==> config.mk <==
export PLATFORM = sky130hd
export DESIGN_NAME = data_memory_load_controller
export DESIGN_NICKNAME = d
export VERILOG_FILES = /design/src/rtl/data_memory_load_controller.sv
export SDC_FILE = /design/constraint.sdc
export NUM_CORES = 1
export LEC_CHECK = 0
export ABC_AREA = 1
export CORE_MARGIN = 1.5
export CORE_UTILIZATION = 45
export CTS_CLUSTER_DIAMETER = 80
export CTS_CLUSTER_SIZE = 25
export DETAILED_ROUTE_END_ITERATION = 16
export DONT_BUFFER_PORTS = 1
export SLEW_MARGIN = 20
export SYNTH_ARGS = -nofsm -noshare
export SYNTH_HDL_FRONTEND = slang
export SYNTH_SLANG_ARGS = --single-unit
==> constraint.sdc <==
create_clock -name clk -period 4.1 [get_ports clk]
set_input_delay 0.615 -clock clk [delete_from_list [all_inputs] [get_ports clk]]
set_output_delay 0.615 -clock clk [all_outputs]
set_load 0.005 [all_outputs]
==> src/rtl/data_memory_load_controller.sv <==
// Sequences DataMemory between a host preload stream (LOAD) and a write-free CGRA run window (RUN).
// Optional macro DATA_MEMORY_LOAD_CHECKSUM_EN adds a running sum of the loaded words on load_checksum.
module data_memory_load_controller #(
  parameter int ADDRESS_WIDTH = 8,
  parameter int DATA_WIDTH    = 32,
  parameter int MEMORY_SIZE   = 256,
  parameter int RUN_CNT_WIDTH = 16
) (
  input  logic                     clk,
  input  logic                     reset_n,
  input  logic                     start_load,
  input  logic [ADDRESS_WIDTH-1:0] load_base,
  input  logic [ADDRESS_WIDTH:0]   load_count,
  input  logic                     in_valid,
  input  logic [DATA_WIDTH-1:0]    in_data,
  output logic                     in_ready,
  input  logic                     start_run,
  input  logic [RUN_CNT_WIDTH-1:0] run_cycles,
  output logic                     mem_write,
  output logic [ADDRESS_WIDTH-1:0] mem_write_address,
  output logic [DATA_WIDTH-1:0]    mem_write_data,
  output logic                     exec_enable,
  output logic                     busy,
  output logic                     load_done,
  output logic                     run_done,
  output logic                     load_error,
  output logic [DATA_WIDTH-1:0]    load_checksum
);

  localparam logic [ADDRESS_WIDTH+1:0] MEM_LIMIT = (ADDRESS_WIDTH+2)'(MEMORY_SIZE);

  typedef enum logic [1:0] {
    S_IDLE = 2'd0,
    S_LOAD = 2'd1,
    S_RUN  = 2'd2
  } state_t;

  state_t                   r_state;
  state_t                   w_state_nxt;
  logic [ADDRESS_WIDTH-1:0] r_base;
  logic [ADDRESS_WIDTH-1:0] r_index;
  logic [ADDRESS_WIDTH:0]   r_remaining;
  logic                     r_in_ready;
  logic                     r_mem_write;
  logic [ADDRESS_WIDTH-1:0] r_addr;
  logic [DATA_WIDTH-1:0]    r_data;
  logic                     r_exec_en;
  logic [RUN_CNT_WIDTH-1:0] r_run_cnt;
  logic                     r_load_done;
  logic                     r_run_done;
  logic                     r_load_error;

  logic                     w_idle;
  logic [ADDRESS_WIDTH+1:0] w_load_end;
  logic                     w_load_ok;
  logic                     w_load_acc;
  logic                     w_load_rej;
  logic                     w_run_req;
  logic                     w_run_acc;
  logic                     w_run_zero;
  logic                     w_beat;
  logic                     w_last_beat;
  logic                     w_run_last;
  logic                     w_in_ready_nxt;
  logic                     w_exec_nxt;
  logic                     w_busy;

  // Range check is done one bit wider than the sum so an overrun can never wrap.
  assign w_idle      = (r_state == S_IDLE);
  assign w_load_end  = {2'b00, load_base} + {1'b0, load_count};
  assign w_load_ok   = (load_count != '0) && (w_load_end <= MEM_LIMIT);
  assign w_load_acc  = w_idle && start_load && w_load_ok;
  assign w_load_rej  = w_idle && start_load && !w_load_ok;
  assign w_run_req   = w_idle && start_run && !start_load;
  assign w_run_acc   = w_run_req && (run_cycles != '0);
  assign w_run_zero  = w_run_req && (run_cycles == '0);
  assign w_beat      = r_in_ready && in_valid;
  assign w_last_beat = w_beat && (r_remaining == (ADDRESS_WIDTH+1)'(1));
  assign w_run_last  = r_exec_en && (r_run_cnt == RUN_CNT_WIDTH'(1));

  always_ff @(posedge clk or negedge reset_n) begin
    if (!reset_n) begin
      r_state <= S_IDLE;
    end else begin
      r_state <= w_state_nxt;
    end
  end

  // LOAD/RUN are held through the done-pulse cycle so busy covers it.
  always_comb begin
    w_state_nxt = r_state;
    unique case (r_state)
      S_IDLE: begin
        if (w_load_acc) begin
          w_state_nxt = S_LOAD;
        end else if (w_run_acc) begin
          w_state_nxt = S_RUN;
        end
      end
      S_LOAD: if (r_load_done) w_state_nxt = S_IDLE;
      S_RUN:  if (r_run_done)  w_state_nxt = S_IDLE;
      default: w_state_nxt = S_IDLE;
    endcase
  end

  always_comb begin
    w_busy         = (r_state != S_IDLE);
    w_in_ready_nxt = r_in_ready;
    w_exec_nxt     = r_exec_en;
    if (w_load_acc) begin
      w_in_ready_nxt = 1'b1;
    end else if (w_last_beat) begin
      w_in_ready_nxt = 1'b0;
    end
    if (w_run_acc) begin
      w_exec_nxt = 1'b1;
    end else if (w_run_last) begin
      w_exec_nxt = 1'b0;
    end
  end

  always_ff @(posedge clk or negedge reset_n) begin
    if (!reset_n) begin
      r_base       <= '0;
      r_index      <= '0;
      r_remaining  <= '0;
      r_in_ready   <= 1'b0;
      r_mem_write  <= 1'b0;
      r_addr       <= '0;
      r_data       <= '0;
      r_exec_en    <= 1'b0;
      r_run_cnt    <= '0;
      r_load_done  <= 1'b0;
      r_run_done   <= 1'b0;
      r_load_error <= 1'b0;
    end else begin
      r_in_ready   <= w_in_ready_nxt;
      r_exec_en    <= w_exec_nxt;
      r_mem_write  <= w_beat;
      r_load_done  <= w_last_beat;
      r_load_error <= w_load_rej;
      r_run_done   <= w_run_last || w_run_zero;
      if (w_beat) begin
        r_addr <= r_base + r_index;
        r_data <= in_data;
      end
      if (w_load_acc) begin
        r_base      <= load_base;
        r_index     <= '0;
        r_remaining <= load_count;
      end else if (w_beat) begin
        r_index     <= r_index + ADDRESS_WIDTH'(1);
        r_remaining <= r_remaining - (ADDRESS_WIDTH+1)'(1);
      end
      if (w_run_acc) begin
        r_run_cnt <= run_cycles;
      end else if (r_exec_en) begin
        r_run_cnt <= r_run_cnt - RUN_CNT_WIDTH'(1);
      end
    end
  end

`ifdef DATA_MEMORY_LOAD_CHECKSUM_EN
  logic [DATA_WIDTH-1:0] r_checksum;

  always_ff @(posedge clk or negedge reset_n) begin
    if (!reset_n) begin
      r_checksum <= '0;
    end else if (w_load_acc) begin
      r_checksum <= '0;
    end else if (w_beat) begin
      r_checksum <= r_checksum + in_data;
    end
  end

  assign load_checksum = r_checksum;
`else
  assign load_checksum = '0;
`endif

  assign in_ready          = r_in_ready;
  assign mem_write         = r_mem_write;
  assign mem_write_address = r_addr;
  assign mem_write_data    = r_data;
  assign exec_enable       = r_exec_en;
  assign busy              = w_busy;
  assign load_done         = r_load_done;
  assign run_done          = r_run_done;
  assign load_error        = r_load_error;

endmodule

==> flow_metrics.tcl <==
set metrics [dict create \
    antenna_cells 0 \
    dr.pass1.iters 4 \
    drv_cap 0 \
    drive_above_1_share 0.0583 \
    worstMarginPinSlew_ns 0.740 \
    period_needed_ns 2.55 \
    wire_per_inst_um 13.6 \
    worstSetupPathType "in -> reg" \
    skew_ns 0.00848 \
    cts_tree "yes" \
    ys_types 41 \
    viasPerCell 4.98 \
    reg2reg_depth 9 \
    r2r_start "in_ready$_DFFE_PN0P_" \
    clock_latency_ns 0.33 \
    cts_resized 0 \
    initial_utilization 0.467 \
    syn_area_per_cell_um2 7.83 \
    cp_data_arrival_time_ns 2.77 \
    cp_top_family "simple AND/OR/NAND/NOR gates" \
    portBuffers 0 \
    pin_count 149 \
    synthMuxAreaShare 0 \
    critical-path-max-stage-delay_ns 0.44 \
    crit_fanout 44 \
    dp.cells 776 \
    routabilityCongestion 0.855 \
    syn-cell-area_um2 5100 \
    synth_top_family_by_area "simple AND/OR/NAND/NOR gates" \
    cts_made_buffers 9 \
    core_um2 10900 \
    die_x_um 109 \
    relSlewSlack 0.506 \
    cts_sinks 89 \
    setup_viol 0 \
    rsz0062_at_grt "no" \
    cp.required_ns 4.32 \
    syn2layout_area_growth_pct 5.76 \
    grt_pass1_wl_um 17200 \
    cts_setup_buffers 0 \
    vdd_ir_drop_max_mv 0.239 \
    path_buf_inv 0 \
    dr.first_iter.drc_count 238 \
    netlist.area_leader.share 0.436 \
    rows 38 \
    cts_root_buf "clkbuf_16" \
    powerDensity_nw_per_um2 627 \
    ys_ff_latch 89 \
    synth-xor-area-share 0.0275 \
    reg2reg_to "r_index[6]$_DFFE_PN0P_" \
    final_cells 792 \
    clk_pin_slew_worst_paths_ns 0.06 \
    reg2reg_slack_ns 2.02 \
    yosys_most_used_dff "dfrtp_1" \
    grt_pass1_vias 3721 \
    synth_most_common_cell "nand2_1" \
    wl_um 10700 \
    timing.fmax_mhz 393 \
    synth_commonest_cells "220 x nand2_1, 89 x dfrtp_1, 67 x inv_1, 39 x nor2_1, 35 x nand3_1" \
    postSynth.asyncResetShare 1.00 \
    crit_chain "ha_1 -> fa_1 -> or2_1 -> nor2_1 -> nand2_1 -> nor2_1 -> nand2_1 -> nor2_2 -> nand2_2 -> nand2_4 -> nand3_4 -> o21a_1" \
    h-tree-depth 3 \
    yosysWarnings 0 \
    hold_violations 0 \
    ctsHoldBuffers 1 \
    post-place-ws_ns 1.20 \
    drc 0 \
    fin_util 0.494 \
    synth-edff-count 0 \
    dieArea_um2 12000 \
    status "finished clean" \
    synth_top_area_cell "dfrtp_1" \
    critical_path.slowest_cell "fa_1" \
    maxSlewViolCount 0 \
    fin_crit_sh 0.621 \
    dp_hpwl_um 7940 \
    gr-total-overflow 0 \
    ant_nets 0 \
    synth-simple-area-share 0.278 \
    yosysSeqAreaShare 0.436 \
    hold_path_class "in -> async" \
    grtUsageTotal 0.184 \
    vias 3948 \
    grt_max_degree 90 \
    power.leakage_nw 2.82 \
    die-height_um 109 \
    antenna_found_initial 0 \
    worstSetupStartpointType "input pin" \
    synth_adder_area_share 0.0569 \
    synthCells 652 \
    synth-compound-area-share 0.0848 \
    clockBufferDepth 2 \
    setup_tns_ns 0 \
    synth_area_leaders "dfrtp_1 44%, nand2_1 16%, inv_1 4.9%" \
    fin_ws_ns 1.55 \
    layout.nets 740 \
    cp-end-kind "flip-flop" \
    final.fill_count 1080 \
]
-- cells in the final DEF (no fill, tap or decap), types with 2 or more instances in the layout --
cell type | synthesis | layout
o221ai_1 | 5 | 5
xnor2_1 | 5 | 5
nand4_1 | 13 | 13
conb_1 | 1 | 32
nand2_2 | 2 | 3
clkbuf_16 | 0 | 9
ha_1 | 20 | 20
o21ai_2 | 2 | 2
o21ai_1 | 9 | 9
xor2_1 | 11 | 11
nand3_1 | 35 | 35
o21ai_0 | 22 | 22
dfrtp_1 | 89 | 89
nor2_2 | 3 | 3
or2_2 | 6 | 6
nor2_1 | 39 | 39
clkinv_2 | 0 | 2
fa_1 | 2 | 2
nor3_1 | 9 | 9
nand3b_1 | 3 | 3
nor4_1 | 2 | 2
nand2_1 | 220 | 219
o211ai_1 | 4 | 4
o31ai_1 | 3 | 3
inv_2 | 2 | 2
a21oi_1 | 17 | 17
inv_1 | 67 | 67
-- per-layer routing --
metal  wire length, µm  vias up  global-route usage  share of wire
li1                  -     2010                   -              -
met1              4770     1818               0.233           0.44
met5                 0        -                   0              0
met4               115        0              0.0557          0.011
met2              5160      111               0.302           0.48
met3               692        9              0.0581          0.064
-- through the flow --
stage	hold WS [ns]	area (µm²)	total power [W]
3_5_place_dp	0.323	5070	0.00257
6_report	0.196	5400	0.00338
5_1_grt	0.229	5400	0.00369
3_3_place_gp	0.323	5070	0.00253
2_1_floorplan	0.319	5220	0.00234
4_1_cts	0.210	5400	0.00343
-- cells by family after synthesis --
group	Yosys count
AND/OR/NAND/NOR	336
buffers and inverters	117
flip-flops	89
AO/OA/AOI/OAI	71
adder cells (fa/ha/maj)	22
XOR/XNOR	16
other	1
-- worst max path at each step --
stage / from / to / slack (ns) / cells past startpoint
floorplan: load_base[0] / r_base[1]$_DFFE_PN0P_ / 1.57 / 13
global placement: load_base[0] / r_base[1]$_DFFE_PN0P_ / 1.24 / 12
detailed placement: load_base[0] / r_base[1]$_DFFE_PN0P_ / 1.20 / 12
CTS: load_base[0] / r_base[1]$_DFFE_PN0P_ / 1.55 / 12
global route: load_base[0] / r_base[3]$_DFFE_PN0P_ / 1.34 / 13
finish: load_base[0] / r_base[1]$_DFFE_PN0P_ / 1.55 / 12
-- worst register-to-register path: cells and delay by family (launching register included) --
family | cells | cell delay (ns)
buffers and inverters | 3 | 0.64
DFF | 1 | 0.42
and+or+nand+nor | 5 | 0.76
xor gates and xnor gates | 1 | 0.15
-- state kept, by name, indices dropped and copies added (netlist names) --
register / count
exec_enable: 1
in_ready: 1
load_done: 1
load_error: 1
mem_write: 1
mem_write_address: 8
mem_write_data: 32
r_base: 8
r_index: 8
r_remaining: 9
r_run_cnt: 16
r_state: 2
run_done: 1
-- final cells by class --
type,instances,area [µm²],area share
multi-input combinational,477,2410,0.446
sequential,89,2230,0.413
inverter,69,259,0.0480
clock buffer,10,239,0.0443
tap,140,175,0.0325
clock inverter,5,56.3,0.0104
timing repair buffer,2,35.0,0.00649
-- where the power goes --
part           switching [W]  internal, W
clock network       0.000327     0.000484
registers           0.000260      0.00119
logic               0.000672     0.000447
(Power assumes the default switching activity.)
